### src/rtl/dpll_ctrl.sv
// DPLL search controller: decide / check / backtrack over a literal stack.
// Optional DPLL_STATS_EN adds saturating decision and backtrack counters.
module dpll_ctrl #(
  parameter int VAR_W    = 3,
  parameter int NUM_VARS = 7
) (
  input  logic                i_clk,
  input  logic                i_rst_n,
  input  logic                i_start,
  output logic                o_db_find,
  input  logic                i_db_done,
  input  logic                i_db_ended,
  input  logic [VAR_W:0]      i_db_lit,
  output logic                o_chk_start,
  input  logic                i_chk_done,
  input  logic                i_chk_conflict,
  output logic [NUM_VARS-1:0] o_assign_val,
  output logic [NUM_VARS-1:0] o_assign_set,
  output logic                o_busy,
  output logic                o_sat,
  output logic                o_unsat,
`ifdef DPLL_STATS_EN
  output logic [7:0]          o_n_decisions,
  output logic [7:0]          o_n_backtracks,
`endif
  output logic [2:0]          o_dbg_state
);

  localparam int SP_W = $clog2(NUM_VARS + 1);

  // Handshake: db_find is held for the whole DECIDE state and drops on the
  // edge that samples db_done; chk_start is a one-cycle pulse on CHECK entry.
  typedef enum logic [2:0] {
    S_IDLE      = 3'd0,
    S_DECIDE    = 3'd1,
    S_CHECK     = 3'd2,
    S_BACKTRACK = 3'd3,
    S_SAT       = 3'd4,
    S_UNSAT     = 3'd5
  } state_e;

  state_e                r_state;
  state_e                w_state_nxt;
  logic [SP_W-1:0]       r_sp;
  logic [VAR_W-1:0]      r_stk_var  [NUM_VARS];
  logic                  r_stk_flip [NUM_VARS];
  logic [NUM_VARS-1:0]   r_assign_val;
  logic [NUM_VARS-1:0]   r_assign_set;
  logic                  r_chk_first;

  logic                  w_idle_like;
  logic                  w_start_acc;
  logic [VAR_W-1:0]      w_lit_var;
  logic                  w_lit_pol;
  logic [VAR_W-1:0]      w_lit_bit;
  logic                  w_push;
  logic [SP_W-1:0]       w_top_idx;
  logic [VAR_W-1:0]      w_top_bit;
  logic                  w_top_flip;
  logic                  w_bt_act;

  assign w_idle_like = (r_state == S_IDLE) || (r_state == S_SAT) || (r_state == S_UNSAT);
  assign w_start_acc = i_start && w_idle_like;
  assign w_lit_var   = i_db_lit[VAR_W:1];
  assign w_lit_pol   = i_db_lit[0];
  assign w_lit_bit   = w_lit_var - 1'b1;
  assign w_push      = (r_state == S_DECIDE) && i_db_done && !i_db_ended &&
                       (w_lit_var != '0) && (r_sp < SP_W'(NUM_VARS));
  assign w_top_idx   = (r_sp == '0) ? '0 : r_sp - 1'b1;
  assign w_top_bit   = r_stk_var[w_top_idx] - 1'b1;
  assign w_top_flip  = r_stk_flip[w_top_idx];
  assign w_bt_act    = (r_state == S_BACKTRACK) && (r_sp != '0);

  always_ff @(posedge i_clk or negedge i_rst_n) begin
    if (!i_rst_n) r_state <= S_IDLE;
    else          r_state <= w_state_nxt;
  end

  always_comb begin
    w_state_nxt = r_state;
    o_db_find   = 1'b0;
    o_busy      = 1'b0;
    o_sat       = 1'b0;
    o_unsat     = 1'b0;
    case (r_state)
      S_IDLE: if (i_start) w_state_nxt = S_DECIDE;
      S_SAT: begin
        o_sat = 1'b1;
        if (i_start) w_state_nxt = S_DECIDE;
      end
      S_UNSAT: begin
        o_unsat = 1'b1;
        if (i_start) w_state_nxt = S_DECIDE;
      end
      S_DECIDE: begin
        o_db_find = 1'b1;
        o_busy    = 1'b1;
        if (i_db_done) w_state_nxt = w_push ? S_CHECK : S_SAT;
      end
      S_CHECK: begin
        o_busy = 1'b1;
        if (i_chk_done) w_state_nxt = i_chk_conflict ? S_BACKTRACK : S_DECIDE;
      end
      S_BACKTRACK: begin
        o_busy = 1'b1;
        if (r_sp == '0)      w_state_nxt = S_UNSAT;
        else if (!w_top_flip) w_state_nxt = S_CHECK;
      end
      default: w_state_nxt = S_IDLE;
    endcase
  end

  always_ff @(posedge i_clk or negedge i_rst_n) begin
    if (!i_rst_n) begin
      r_sp         <= '0;
      r_assign_val <= '0;
      r_assign_set <= '0;
      r_chk_first  <= 1'b0;
      for (int i = 0; i < NUM_VARS; i++) begin
        r_stk_var[i]  <= '0;
        r_stk_flip[i] <= 1'b0;
      end
    end else begin
      r_chk_first <= (r_state != S_CHECK) && (w_state_nxt == S_CHECK);
      if (w_start_acc) begin
        r_sp         <= '0;
        r_assign_val <= '0;
        r_assign_set <= '0;
      end else if (w_push) begin
        r_stk_var[r_sp]         <= w_lit_var;
        r_stk_flip[r_sp]        <= 1'b0;
        r_assign_set[w_lit_bit] <= 1'b1;
        r_assign_val[w_lit_bit] <= w_lit_pol;
        r_sp                    <= r_sp + 1'b1;
      end else if (w_bt_act) begin
        // Flipped entry has exhausted both polarities: unwind it.
        if (w_top_flip) begin
          r_assign_set[w_top_bit] <= 1'b0;
          r_sp                    <= r_sp - 1'b1;
        end else begin
          r_assign_val[w_top_bit] <= ~r_assign_val[w_top_bit];
          r_stk_flip[w_top_idx]   <= 1'b1;
        end
      end
    end
  end

`ifdef DPLL_STATS_EN
  logic [7:0] r_n_dec;
  logic [7:0] r_n_bt;

  always_ff @(posedge i_clk or negedge i_rst_n) begin
    if (!i_rst_n) begin
      r_n_dec <= '0;
      r_n_bt  <= '0;
    end else if (w_start_acc) begin
      r_n_dec <= '0;
      r_n_bt  <= '0;
    end else begin
      if (w_push && (r_n_dec != 8'hFF)) r_n_dec <= r_n_dec + 1'b1;
      if (w_bt_act && !w_top_flip && (r_n_bt != 8'hFF)) r_n_bt <= r_n_bt + 1'b1;
    end
  end

  assign o_n_decisions  = r_n_dec;
  assign o_n_backtracks = r_n_bt;
`endif

  assign o_chk_start  = (r_state == S_CHECK) && r_chk_first;
  assign o_assign_val = r_assign_val;
  assign o_assign_set = r_assign_set;
  assign o_dbg_state  = r_state;

endmodule

### config.mk
export PLATFORM = sky130hd
export DESIGN_NAME = dpll_ctrl
export DESIGN_NICKNAME = d
export VERILOG_FILES = /design/src/rtl/dpll_ctrl.sv
export SDC_FILE = /design/constraint.sdc
export NUM_CORES = 1
export LEC_CHECK = 0
export ABC_AREA = 1
export BUFFER_PORTS_ARGS = -buffer_cell sky130_fd_sc_hd__buf_4
export CAP_MARGIN = 10
export CELL_PAD_IN_SITES_DETAIL_PLACEMENT = 1
export CELL_PAD_IN_SITES_GLOBAL_PLACEMENT = 2
export CORE_MARGIN = 5
export CORE_UTILIZATION = 36
export CTS_BUF_LIST = sky130_fd_sc_hd__clkbuf_2
export CTS_CLUSTER_SIZE = 10
export DETAILED_ROUTE_END_ITERATION = 10
export PLACE_DENSITY_LB_ADDON = 0.1
export SLEW_MARGIN = 20
export SYNTH_ARGS = -nofsm -noshare
export SYNTH_HDL_FRONTEND = slang
export SYNTH_SLANG_ARGS = --single-unit
### constraint.sdc
create_clock -name i_clk -period 3.1 [get_ports i_clk]
set_input_delay 0.155 -clock i_clk [delete_from_list [all_inputs] [get_ports i_clk]]
set_output_delay 0.155 -clock i_clk [all_outputs]
set_load 0.005 [all_outputs]
==> flow_metrics.env <==
export IMPL_grt_usage=0.1956
export IMPL_synth_xor_area_share=0
export IMPL_hold_viol=0
export IMPL_period_share=0.8961
export IMPL_synth_ff_type="dfrtp_1"
export IMPL_final_setup_skew_ps=31.43
export IMPL_min_delay_path_class="in -> reg"
export IMPL_utilization=0.4221
export IMPL_layout_min_cycle_time_ps=2778
export IMPL_vias=3241
export IMPL_clkTransAtPathRegs_ps=320
export IMPL_cpLargestDelayFamily="buffers and inverters"
export IMPL_drtIter0Drc=138
export IMPL_maxSlewViolCount=0
export IMPL_gp_congestion=0.8546
export IMPL_wl_per_cell_microns=16.85
export IMPL_path_class="reg -> reg"
export IMPL_cp_num_buf_inv=4
export IMPL_worst_pin_slew_ps=670.6
export IMPL_cts_root_buf="clkbuf_2"
export IMPL_gr_total_overflow=0
export IMPL_core_sq_um=9240
export IMPL_dpl_cell_count=619
export IMPL_place_ws_ps=130.5
export IMPL_synth_seq_cells=49
export IMPL_slowest_stage="dlygate4sd3_1"
export IMPL_die_h_microns=107.2
export IMPL_yosysTopAreaCellShare=0.3602
export IMPL_portBuffers=32
export IMPL_slew_headroom=0.5530
export IMPL_ant_nets=0
export IMPL_cts_buffer_depth=2
export IMPL_rows=35
export IMPL_via_per_inst=5.120
export IMPL_finalNonFillerCells=633
export IMPL_antenna_found_initial=0
export IMPL_synth_edf_count=0
export IMPL_h_tree_depth=2
export IMPL_hpwl_mm=8.130
export IMPL_ys_async_sr_fraction=1.000
export IMPL_synthCells=462
export IMPL_critPathCaptureType="flop"
export IMPL_synth_top_family_by_area="simple AND/OR/NAND/NOR gates"
export IMPL_grt_max_degree=50
export IMPL_layout_drive_gt1_share=0.2163
export IMPL_ys_types=44
export IMPL_worstPathCellList="inv_1 > ha_2 > nand2_8 > nand2_8 > inv_1 > buf_4 > a21oi_1 > nor2_2 > nand2_2 > o21ai_0 > nand2_1 > o311ai_0 > dlygate4sd3_1"
export IMPL_fin_nets=520
export IMPL_arrival_ps=3190
export IMPL_cts_tree="yes"
export IMPL_rsz0062_at_grt="false"
export IMPL_final_cell_mix="nand2_1, dfrtp_1, nor2_1"
export IMPL_dieArea_sq_um=11500
export IMPL_area_delta_synth_final_pct=14.55
export IMPL_ys_seq_area_frac=0.3602
export IMPL_cap_violations=0
export IMPL_fin_setup_tns_ps=0
export IMPL_yosys_area_share_simple=0.4046
export IMPL_initial_utilization=0.3684
export IMPL_cts_buffers=5
export IMPL_final_common_cell="nand2_1"
export IMPL_fillers=1185
export IMPL_cts_sinks=49
export IMPL_syn_avg_cell_area_sq_um=7.369
export IMPL_clk_latency_ps=480
export IMPL_synth_compound_area_frac=0.1294
export IMPL_setup_viol=0
export IMPL_first_pass_iters=4
export IMPL_synth_top_area_cell="dfrtp_1"
export IMPL_max_freq_mhz=360.0
export IMPL_synthTopCellsByArea="dfrtp_1, nand2_1, nor2_1"
export IMPL_top_level_ports=33
export IMPL_grt_pass1_wl_mm=17.51
export IMPL_crit_fanout=25
export IMPL_grt_pass1_vias=3323
export IMPL_post_route_drc_count=0
export IMPL_yosysWarningCount=0
export IMPL_die_w_microns=107.2
export IMPL_layout_setup_ws_ps=322.0
export IMPL_n_antenna_cell=0
export IMPL_synth_mux_area_fraction=0
export IMPL_synth_fa_ha_area_frac=0.02205
export IMPL_syn_area_sq_um=3405
export IMPL_crit_required_ps=3510
export IMPL_syn_num_nets=479
export IMPL_run_status="complete, no violations"
export IMPL_cpPeakStageDelay_ps=580
export IMPL_finalWirelength_mm=10.66
export IMPL_cp_start_kind="flop"
[sequential cells by signal, indices dropped and copies added, names as in the netlist]
signal and cells:
o_dbg_state 3, r_chk_first 1, o_assign_val 7, o_assign_set 7, r_stk_var 21, r_stk_flip 7
r_sp 3
[per-stage QoR]
step	area, sq um	hold slack [ps]
2_1_floorplan	3405	-140.6
3_3_place_gp	3771	237.3
3_5_place_dp	3771	235.3
4_1_cts	3885	38.00
5_1_grt	3900	54.30
6_report	3900	51.72
[final timing paths]
| kind | startpoint | to | slack (ps) | depth (start not counted) |
|---|---|---|---|---|
| max | r_sp[1] | o_dbg_state[0] | 320 | 13 |
| min | i_db_lit[2] | r_stk_var[16] | 50 | 3 |
| max reg2reg | r_sp[1] | o_dbg_state[0] | 320 | 13 |
| min reg2reg | r_stk_var[17] | r_stk_var[17] | 530 | 2 |
| max in group asynchronous | i_rst_n | o_assign_val[3] | 2440 | 2 |
| min in group asynchronous | i_rst_n | r_stk_flip[1] | 190 | 2 |
[Yosys cell counts (all sizes together) (3+ instances only)]
library cell    n
nand2         157
nor3           13
a21oi          21
nand3          35
inv            44
o21ai          37
ha              6
o221ai          5
nand4           7
nand3b          3
dfrtp          49
nor2           57
buf            12
[metal layers]
layer	track usage	part of all wire	vias up
li1	-	-	1594
met1	0.2801	0.49	1572
met2	0.3065	0.45	62
met5	0	0	-
met4	0.04749	0.016	0
met3	0.03311	0.041	13
[kinds of logic after synthesis]
| group | Yosys count |
|---|---|
| DFF | 49 |
| buffers and inverters | 58 |
| and+or+nand+nor | 277 |
| adders and majority gates | 6 |
| AOI/OAI and AO/OA | 72 |
[worst register-to-register path, cell delays in order (launching register included)]
cell           delay (ps)
dfrtp_1               450
inv_1                 150
ha_2                  290
nand2_8               130
nand2_8               170
inv_1                 100
buf_4                 170
a21oi_1               230
nor2_2                 90
nand2_2                90
o21ai_0                90
nand2_1                70
o311ai_0              110
dlygate4sd3_1         580
[layout make-up]
cell class,instances,area [sq um],area share
Tap cell,129,161.4,0.04139
Clock buffer,5,25.02,0.006416
Multi-Input combinational cell,355,1908,0.4893
Sequential cell,49,1226,0.3144
Clock inverter,3,28.78,0.007379
Timing Repair Buffer,48,375.4,0.09625
Inverter,44,175.2,0.04491
[timing repair]
action	in CTS	in global routing
hold endpoints to repair	52	0
setup endpoints to repair	0	9
resized for setup	0	3
buffers inserted	0	0
hold buffers	6	0
Power is not shown: default switching activity piles up to over one toggle a cycle in this logic, so the estimate is an artifact.
